### config.mk
export PLATFORM = sky130hd
export DESIGN_NAME = ed_winner_select
export DESIGN_NICKNAME = d
export VERILOG_FILES = /design/src/rtl/ed_winner_select.sv
export SDC_FILE = /design/constraint.sdc
export NUM_CORES = 1
export LEC_CHECK = 0
export ABC_AREA = 0
export CAP_MARGIN = 15
export CORE_MARGIN = 2
export CORE_UTILIZATION = 51
export CTS_BUF_LIST = sky130_fd_sc_hd__clkbuf_8 sky130_fd_sc_hd__clkbuf_16
export DETAILED_ROUTE_END_ITERATION = 10
export PLACE_DENSITY = 0.82
export SLEW_MARGIN = 30
export SYNTH_ARGS = -nofsm -noshare
export SYNTH_HDL_FRONTEND = slang
export SYNTH_SLANG_ARGS = --single-unit
### constraint.sdc
create_clock -name clk -period 3.7 [get_ports clk]
set_input_delay 0.555 -clock clk [delete_from_list [all_inputs] [get_ports clk]]
set_output_delay 0.555 -clock clk [all_outputs]
set_load 0.01 [all_outputs]
### src/rtl/ed_winner_select.sv
// rtl/ed_winner_select.sv - serial nearest / second-nearest node search over streamed distances
module ed_winner_select #(
    parameter int NODE_IDX_W = 8,
    parameter int ED_W       = 32
) (
    input  logic                  clk,
    input  logic                  rst_n,
    input  logic                  start,
    input  logic                  ed_valid,
    output logic                  ed_ready,
    input  logic [ED_W-1:0]       ed,
    input  logic [NODE_IDX_W-1:0] node_idx,
    input  logic                  last,
    output logic                  busy,
    output logic                  done,
    output logic [NODE_IDX_W-1:0] win_idx,
    output logic [ED_W-1:0]       win_ed,
    output logic [NODE_IDX_W-1:0] sec_idx,
    output logic [ED_W-1:0]       sec_ed,
    output logic                  sec_valid,
    output logic [NODE_IDX_W:0]   node_count
);

    typedef enum logic [1:0] {
        S_IDLE   = 2'd0,
        S_SEARCH = 2'd1,
        S_DONE   = 2'd2
    } state_t;

    // Largest representable search size: 2^NODE_IDX_W nodes.
    localparam logic [NODE_IDX_W:0] COUNT_MAX = {1'b1, {NODE_IDX_W{1'b0}}};

    state_t                  state_q, state_d;
    logic                    win_found_q, win_found_d;
    logic                    sec_valid_q, sec_valid_d;
    logic [NODE_IDX_W-1:0]   win_idx_q, win_idx_d;
    logic [ED_W-1:0]         win_ed_q, win_ed_d;
    logic [NODE_IDX_W-1:0]   sec_idx_q, sec_idx_d;
    logic [ED_W-1:0]         sec_ed_q, sec_ed_d;
    logic [NODE_IDX_W:0]     node_count_q, node_count_d;

    // Handshake and status flags depend on state only, so no input reaches an output combinationally.
    assign ed_ready   = (state_q == S_SEARCH);
    assign busy       = (state_q == S_SEARCH);
    assign done       = (state_q == S_DONE);
    assign win_idx    = win_idx_q;
    assign win_ed     = win_ed_q;
    assign sec_idx    = sec_idx_q;
    assign sec_ed     = sec_ed_q;
    assign sec_valid  = sec_valid_q;
    assign node_count = node_count_q;

    // Next-state and tracking update; start takes priority so a sample beside it is dropped.
    always_comb begin
        state_d      = state_q;
        win_found_d  = win_found_q;
        sec_valid_d  = sec_valid_q;
        win_idx_d    = win_idx_q;
        win_ed_d     = win_ed_q;
        sec_idx_d    = sec_idx_q;
        sec_ed_d     = sec_ed_q;
        node_count_d = node_count_q;

        if (start) begin
            state_d      = S_SEARCH;
            win_found_d  = 1'b0;
            sec_valid_d  = 1'b0;
            win_idx_d    = '0;
            win_ed_d     = '1;
            sec_idx_d    = '0;
            sec_ed_d     = '1;
            node_count_d = '0;
        end else begin
            case (state_q)
                S_IDLE: begin
                    state_d = S_IDLE;
                end
                S_SEARCH: begin
                    if (ed_valid) begin
                        if (node_count_q != COUNT_MAX) begin
                            node_count_d = node_count_q + (NODE_IDX_W+1)'(1);
                        end
                        // Strict compares keep the earlier node ahead on ties; the
                        // found/valid flags make all-ones distances ordinary values.
                        if (!win_found_q) begin
                            win_found_d = 1'b1;
                            win_idx_d   = node_idx;
                            win_ed_d    = ed;
                        end else if (ed < win_ed_q) begin
                            sec_valid_d = 1'b1;
                            sec_idx_d   = win_idx_q;
                            sec_ed_d    = win_ed_q;
                            win_idx_d   = node_idx;
                            win_ed_d    = ed;
                        end else if (!sec_valid_q || (ed < sec_ed_q)) begin
                            sec_valid_d = 1'b1;
                            sec_idx_d   = node_idx;
                            sec_ed_d    = ed;
                        end
                        if (last) begin
                            state_d = S_DONE;
                        end
                    end
                end
                S_DONE: begin
                    state_d = S_IDLE;
                end
                default: begin
                    state_d = S_IDLE;
                end
            endcase
        end
    end

    // State and result registers; asynchronous reset discards any search in flight.
    always_ff @(posedge clk or negedge rst_n) begin
        if (!rst_n) begin
            state_q      <= S_IDLE;
            win_found_q  <= 1'b0;
            sec_valid_q  <= 1'b0;
            win_idx_q    <= '0;
            win_ed_q     <= '1;
            sec_idx_q    <= '0;
            sec_ed_q     <= '1;
            node_count_q <= '0;
        end else begin
            state_q      <= state_d;
            win_found_q  <= win_found_d;
            sec_valid_q  <= sec_valid_d;
            win_idx_q    <= win_idx_d;
            win_ed_q     <= win_ed_d;
            sec_idx_q    <= sec_idx_d;
            sec_ed_q     <= sec_ed_d;
            node_count_q <= node_count_d;
        end
    end

endmodule

==> results of run 1 <==
## through the flow
stage	instances	setup slack (ns)
after floorplan	545	0.991
after global placement	802	0.281
after detailed placement	802	0.209
after CTS	818	0.571
after global routing	818	0.356
final	818	0.531
## power breakdown
part | switching [µW] | internal (µW)
Clock | 381 | 404
Sequential | 45.3 | 1090
Combinational | 289 | 255
## critical path, delay by kind of cell
family          cells  cell delay, ns
fa+ha+maj           1            0.37
buf+inv             1            0.50
simple gates        4            1.03
compound gates      3            1.00
## kinds of logic (layout without fill, tap and decap cells)
kind of cell               after synthesis  in the layout  share of synthesized area [%]
AOI/OAI and AO/OA                      150            150                           20.8
DFF                                     93             93                           42.2
adders and majority gates               64             64                           14.0
muxes                                   40             40                           7.01
buffers and inverters                  117            250                           8.63
and+or+nand+nor                         76             76                           6.62
xor gates and xnor gates                 5              5                          0.767
## registers in the layout (all words and copies together) (netlist names)
name and count:
sec_idx 8, win_ed 32, win_found_q 1, sec_valid 1, node_count 9, state_q 2
win_idx 8, sec_ed 32
## placed cells by master (no fill, tap or decap), types with 3 or more instances in the layout
cell and count:
dfrtp_1 29, buf_4 10, nand4_1 10, xor2_1 5, nand2_1 27, o21ai_0 15, clkbuf_8 10, nor4_1 3
o32ai_1 8, nand2b_1 3, inv_1 86, dfstp_2 64, mux2i_1 40, a32o_1 8, a21o_1 3, ha_1 64
a32oi_1 31, a211oi_1 4, a22oi_1 4, clkdlybuf4s50_1 135, nand3_1 6, o32a_1 32, a21oi_1 30, nor2_1 15
## cell type report
type,instances,area (µm²)
timing repair buffer,148,1460
fill,873,3460
inverter,86,323
tap,140,175
multi-input combinational,335,2830
clock buffer,10,138
sequential,93,2410
clock inverter,6,91.3
## cells in the mapped netlist, drive strengths merged (3+ instances only)
| master | instances | area, µm² |
|---|---|---|
| inv | 86 | 323 |
| dfstp | 64 | 1680 |
| ha | 64 | 801 |
| mux2i | 40 | 400 |
| o32a | 32 | 320 |
| a32oi | 31 | 272 |
| a21oi | 30 | 150 |
| dfrtp | 29 | 726 |
| nand2 | 27 | 101 |
| buf | 21 | 133 |
| o21ai | 17 | 85.1 |
| nor2 | 15 | 56.3 |
| clkbuf | 10 | 37.5 |
| nand4 | 10 | 62.6 |
| a32o | 8 | 80.1 |
| o32ai | 8 | 70.1 |
| nand3 | 6 | 30.0 |
| xor2 | 5 | 43.8 |
| a211oi | 4 | 30.0 |
| a22oi | 4 | 30.0 |
| a21o | 3 | 22.5 |
| nand2b | 3 | 18.8 |
| nor3 | 3 | 26.3 |
| nor4 | 3 | 18.8 |
## per-layer routing
layer,routed length (µm),GRT usage [%]
met1,6670,34.7
met3,904,4.80
met5,0,0
met2,7910,45.4
met4,242,7.41
## final timing paths
check / slack [ns] / cells after the start / to
worst min register to register: 0.53 / 2 / sec_ed[13]
worst max-delay path: 0.53 / 9 / win_ed[15]
min in group clk: 0.53 / 2 / sec_ed[13]
worst max register to register: 0.65 / 9 / win_ed[15]
worst min-delay path: 0.20 / 1 / node_count[3]
max in group asynchronous: 2.68 / 2 / win_ed[19]
==> results.toml, run 1 <==
[setup_path]
worstPathArrival_ns = 3.46
start_kind = "input pin"
worstPathMaxFanout = 40
critPathLaunch = "ed[14]"
reg2reg_from = "win_ed[15]"
critPathMaxStageDelay_ns = 0.50
crit_slowest_cell = "clkdlybuf4s50_1"
worstSetupPathType = "in -> reg"
cp.required_ns = 3.99
path_cells = "clkdlybuf4s50_1 -> ha_1 -> nand4_1 -> nor3_1 -> or4b_1 -> a31oi_2 -> nor3_4 -> o21a_4 -> o32a_1"
endpoint_kind = "flop"

[run]
cap_violations = 0

[min_path]
hp-class = "in -> async"

[logic_synthesis]
synth_area_per_cell_um2 = 10.5
synth_nets = 654
yosys_warnings = 0
syn_inst = 545
yosys_most_used_dff = "dfstp_2"
async_flop_share_pct = 100
synth_cell_types = 47
synth_edf_count = 0
synth_area_mm2 = 0.00571
synth_seq_area_share_pct = 42.2
ys_ff_latch = 93

[clock_tree]
clk_pin_slew_ns = 0.09
cts_tree = "built"
clock_latency_ns = 0.37
cts_hold_buf = 0
numCtsBuffers = 9
post_cts_buffers = 0
clockBufferDepth = 2
htreeDepth = 3
clock_sinks = 93
clockRootBuffer = "clkbuf_8"
cts_resized = 0

[grt]
first_global_vias = 5023
grt_max_degree = 77
antenna_found_initial = 0
overflow = 0
grt_use_total_pct = 26.6
grt_pass1_wl_mm = 24.8

[sta]
hold_viol = 0
worstMarginPinSlew_ns = 0.769
maxSlewHeadroom_pct = 48.8
period_share_pct = 85.6
clock_skew_ns = 0.00997
setup_tns_ns = 0
rsz0062_at_grt = "no"
timing.fmax_mhz = 316
period_needed_ns = 3.17
holdWs_ns = 0.198
maxSlewViolCount = 0
finalSetupViolCount = 0

[power_and_ir_drop]
ir_drop_uv = 231
leakagePower_uw = 0.00379
p_per_area_mw_per_mm2 = 332
total_power_uw = 2460

[placed_design]
port-buffer-count = 137
dpl_cell_area_mm2 = 0.00719
place.gp.congestion = 0.860
dp_hpwl_mm = 11.1

[final_layout]
drive_gt1_share_pct = 14.5
utilization_pct = 68.2
n_antenna_cell = 0
syn_to_final_growth_pct = 30.1
fin_area_mm2 = 0.00743
num-nets-final = 782

[floorplan]
core_area_mm2 = 0.0109
design.die.area_mm2 = 0.0121
dieHeight_um = 110
initial_utilization_pct = 52.4
rows = 38
io_pins = 138
die_w_um = 110

[drt]
drtAntennaViolNets = 0
firstDrtPassIters = 5
vias_per_cell = 5.98
drt-total-wl_mm = 15.7
via_count = 4892
dr.first_iter.drc_count = 281
wl_per_cell_um = 19.2
drc = 0

[status]
status = "complete, no violations"
Note: power is estimated with default switching activity, not from simulation.
==> run 2: changes to the inputs <==
--- a/config.mk
+++ b/config.mk
@@ -11,6 +11,7 @@
 export CORE_UTILIZATION = 51
 export CTS_BUF_LIST = sky130_fd_sc_hd__clkbuf_8 sky130_fd_sc_hd__clkbuf_16
 export DETAILED_ROUTE_END_ITERATION = 10
+export MAX_ROUTING_LAYER = met4
 export PLACE_DENSITY = 0.82
 export SLEW_MARGIN = 30
 export SYNTH_ARGS = -nofsm -noshare
==> run 2 against run 1 <==
Compared with the run above:
- sequential share of layout area is the same
- worst hold slack gained 0.0074 ns
- critical path type unchanged
- clock skew shrank 0.0014 ns
- final cell count is the same
- critical path depth is the same
- clock-buffer cell count is the same
- critical endpoint unchanged
- combinational power is essentially flat
- wire length is essentially flat
==> results.toml, run 2 (synthesis gave the netlist of run 1 again) <==
[grt]
first_global_vias = 5017
grt_max_degree = 77
antenna_found_initial = 0
grt_use_total_pct = 27.4
grt_pass1_wl_mm = 24.9
overflow = 0

[final_layout]
fin_cells = 818
num-nets-final = 782
final_common_cell = "clkdlybuf4s50_1"
fin_area_mm2 = 0.00743
mostFrequentLayoutCells = "135 x clkdlybuf4s50_1, 86 x inv_1, 64 x ha_1, 64 x dfstp_2, 40 x mux2i_1"
utilization_pct = 68.2
syn_to_final_growth_pct = 30.1
drive_gt1_share_pct = 14.5
n_antenna_cell = 0

[sta]
maxSlewViolCount = 0
clock_skew_ns = 0.00861
period_needed_ns = 3.16
worstMarginPinSlew_ns = 0.758
setup_tns_ns = 0
hold_viol = 0
rsz0062_at_grt = "no"
maxSlewHeadroom_pct = 49.5
timing.fmax_mhz = 316
finalSetupViolCount = 0
period_share_pct = 85.5

[setup_path]
reg2reg_setup_slack_ns = 0.66
worstSetupPathType = "in -> reg"
cp.required_ns = 3.99
worstPathArrival_ns = 3.45
endpoint_kind = "flop"
r2r_end = "win_ed[15]"
start_kind = "input pin"
rr_worst_depth = 9
worstPathMaxFanout = 40
reg2reg_from = "win_ed[15]"

[floorplan]
dieHeight_um = 110
rows = 38
io_pins = 138
design.die.area_mm2 = 0.0121
die_w_um = 110
initial_utilization_pct = 52.4
core_area_mm2 = 0.0109

[drt]
firstDrtPassIters = 7
drc = 0
drt-total-wl_mm = 15.7
wl_per_cell_um = 19.2
dr.first_iter.drc_count = 258
via_count = 4888
drtAntennaViolNets = 0
vias_per_cell = 5.98

[placed_design]
dp_hpwl_mm = 11.1
dp.cells = 802
dpl_cell_area_mm2 = 0.00719
place.gp.congestion = 0.873
port-buffer-count = 137

[clock_tree]
cts_resized = 0
clock_latency_ns = 0.36
clock_sinks = 93
clk_pin_slew_ns = 0.09
cts_hold_buf = 0
cts_tree = "built"
numCtsBuffers = 9
clockBufferDepth = 2
post_cts_buffers = 0
clockRootBuffer = "clkbuf_8"
htreeDepth = 3

[power_and_ir_drop]
power.share.switching_pct = 29.0
p_per_area_mw_per_mm2 = 331
switchingPower_uw = 714
comb_power_share_pct = 22.1
seqPwrFrac_pct = 46.1
ir_drop_uv = 231
total_power_uw = 2460
clockPowerShare_pct = 31.8
p_int_uw = 1750
leakagePower_uw = 0.00379

[status]
status = "complete, no violations"

[run]
cap_violations = 0

[min_path]
hp-class = "in -> async"
## run 2: cell counts in the layout (fill, tap and decap cells not counted)
Identical to the previous run, type by type.
## run 2: worst max-delay path by stage
| stage | startpoint | to | slack (ns) | depth (start not counted) |
|---|---|---|---|---|
| 2_1_floorplan | win_ed[14] | sec_idx[0] | 0.99 | 10 |
| 3_3_place_gp | ed[1] | sec_ed[2] | 0.28 | 9 |
| 6_report | ed[14] | win_ed[15] | 0.54 | 9 |
| 5_1_grt | ed[14] | win_idx[2] | 0.36 | 9 |
| 4_1_cts | ed[14] | win_ed[15] | 0.57 | 9 |
| 3_5_place_dp | ed[14] | sec_idx[2] | 0.21 | 10 |
## run 2: final cells by class
cell class	count	area, µm²
well taps	140	175
clock inverters	6	91.3
multi-input cells	335	2830
inverters	86	323
repair buffers	148	1460
flip-flops and latches	93	2410
clock buffers	10	138
fillers	873	3460
## run 2: routing by layer
| layer | routed length, µm | global-route usage [%] |
|---|---|---|
| met5 | 0 | - |
| met1 | 6730 | 35.0 |
| met2 | 7880 | 45.3 |
| met4 | 196 | 7.69 |
| met3 | 911 | 4.33 |
## run 2: per-stage QoR
stage | hold WS, ns | worst slack (ns)
after floorplan | 0.259 | 0.991
after global placement | 0.509 | 0.281
after detailed placement | 0.522 | 0.209
after CTS | 0.369 | 0.571
after global routing | 0.246 | 0.356
final | 0.205 | 0.536
## run 2: power groups by stage
stage	Clock [µW]	Sequential [µW]	Combinational (µW)
final	783	1130	544
after global routing	837	1140	592
after CTS	798	1130	544
after detailed placement	0	1150	541
after global placement	0	1150	522
after floorplan	0	1160	269
## run 2: critical path, cell delays in order
cell	delay, ns
clkdlybuf4s50_1	0.50
ha_1	0.37
nand4_1	0.14
nor3_1	0.30
or4b_1	0.49
a31oi_2	0.24
nor3_4	0.10
o21a_4	0.39
o32a_1	0.37
==> run 3: changes to the inputs <==
--- a/config.mk
+++ b/config.mk
@@ -6,6 +6,7 @@
 export NUM_CORES = 1
 export LEC_CHECK = 0
 export ABC_AREA = 0
+export ABC_CLOCK_PERIOD_IN_PS = 3700
 export CAP_MARGIN = 15
 export CORE_MARGIN = 2
 export CORE_UTILIZATION = 51
==> results of run 3 <==
Final layout, timing and power as in run 2 (identical DEF).
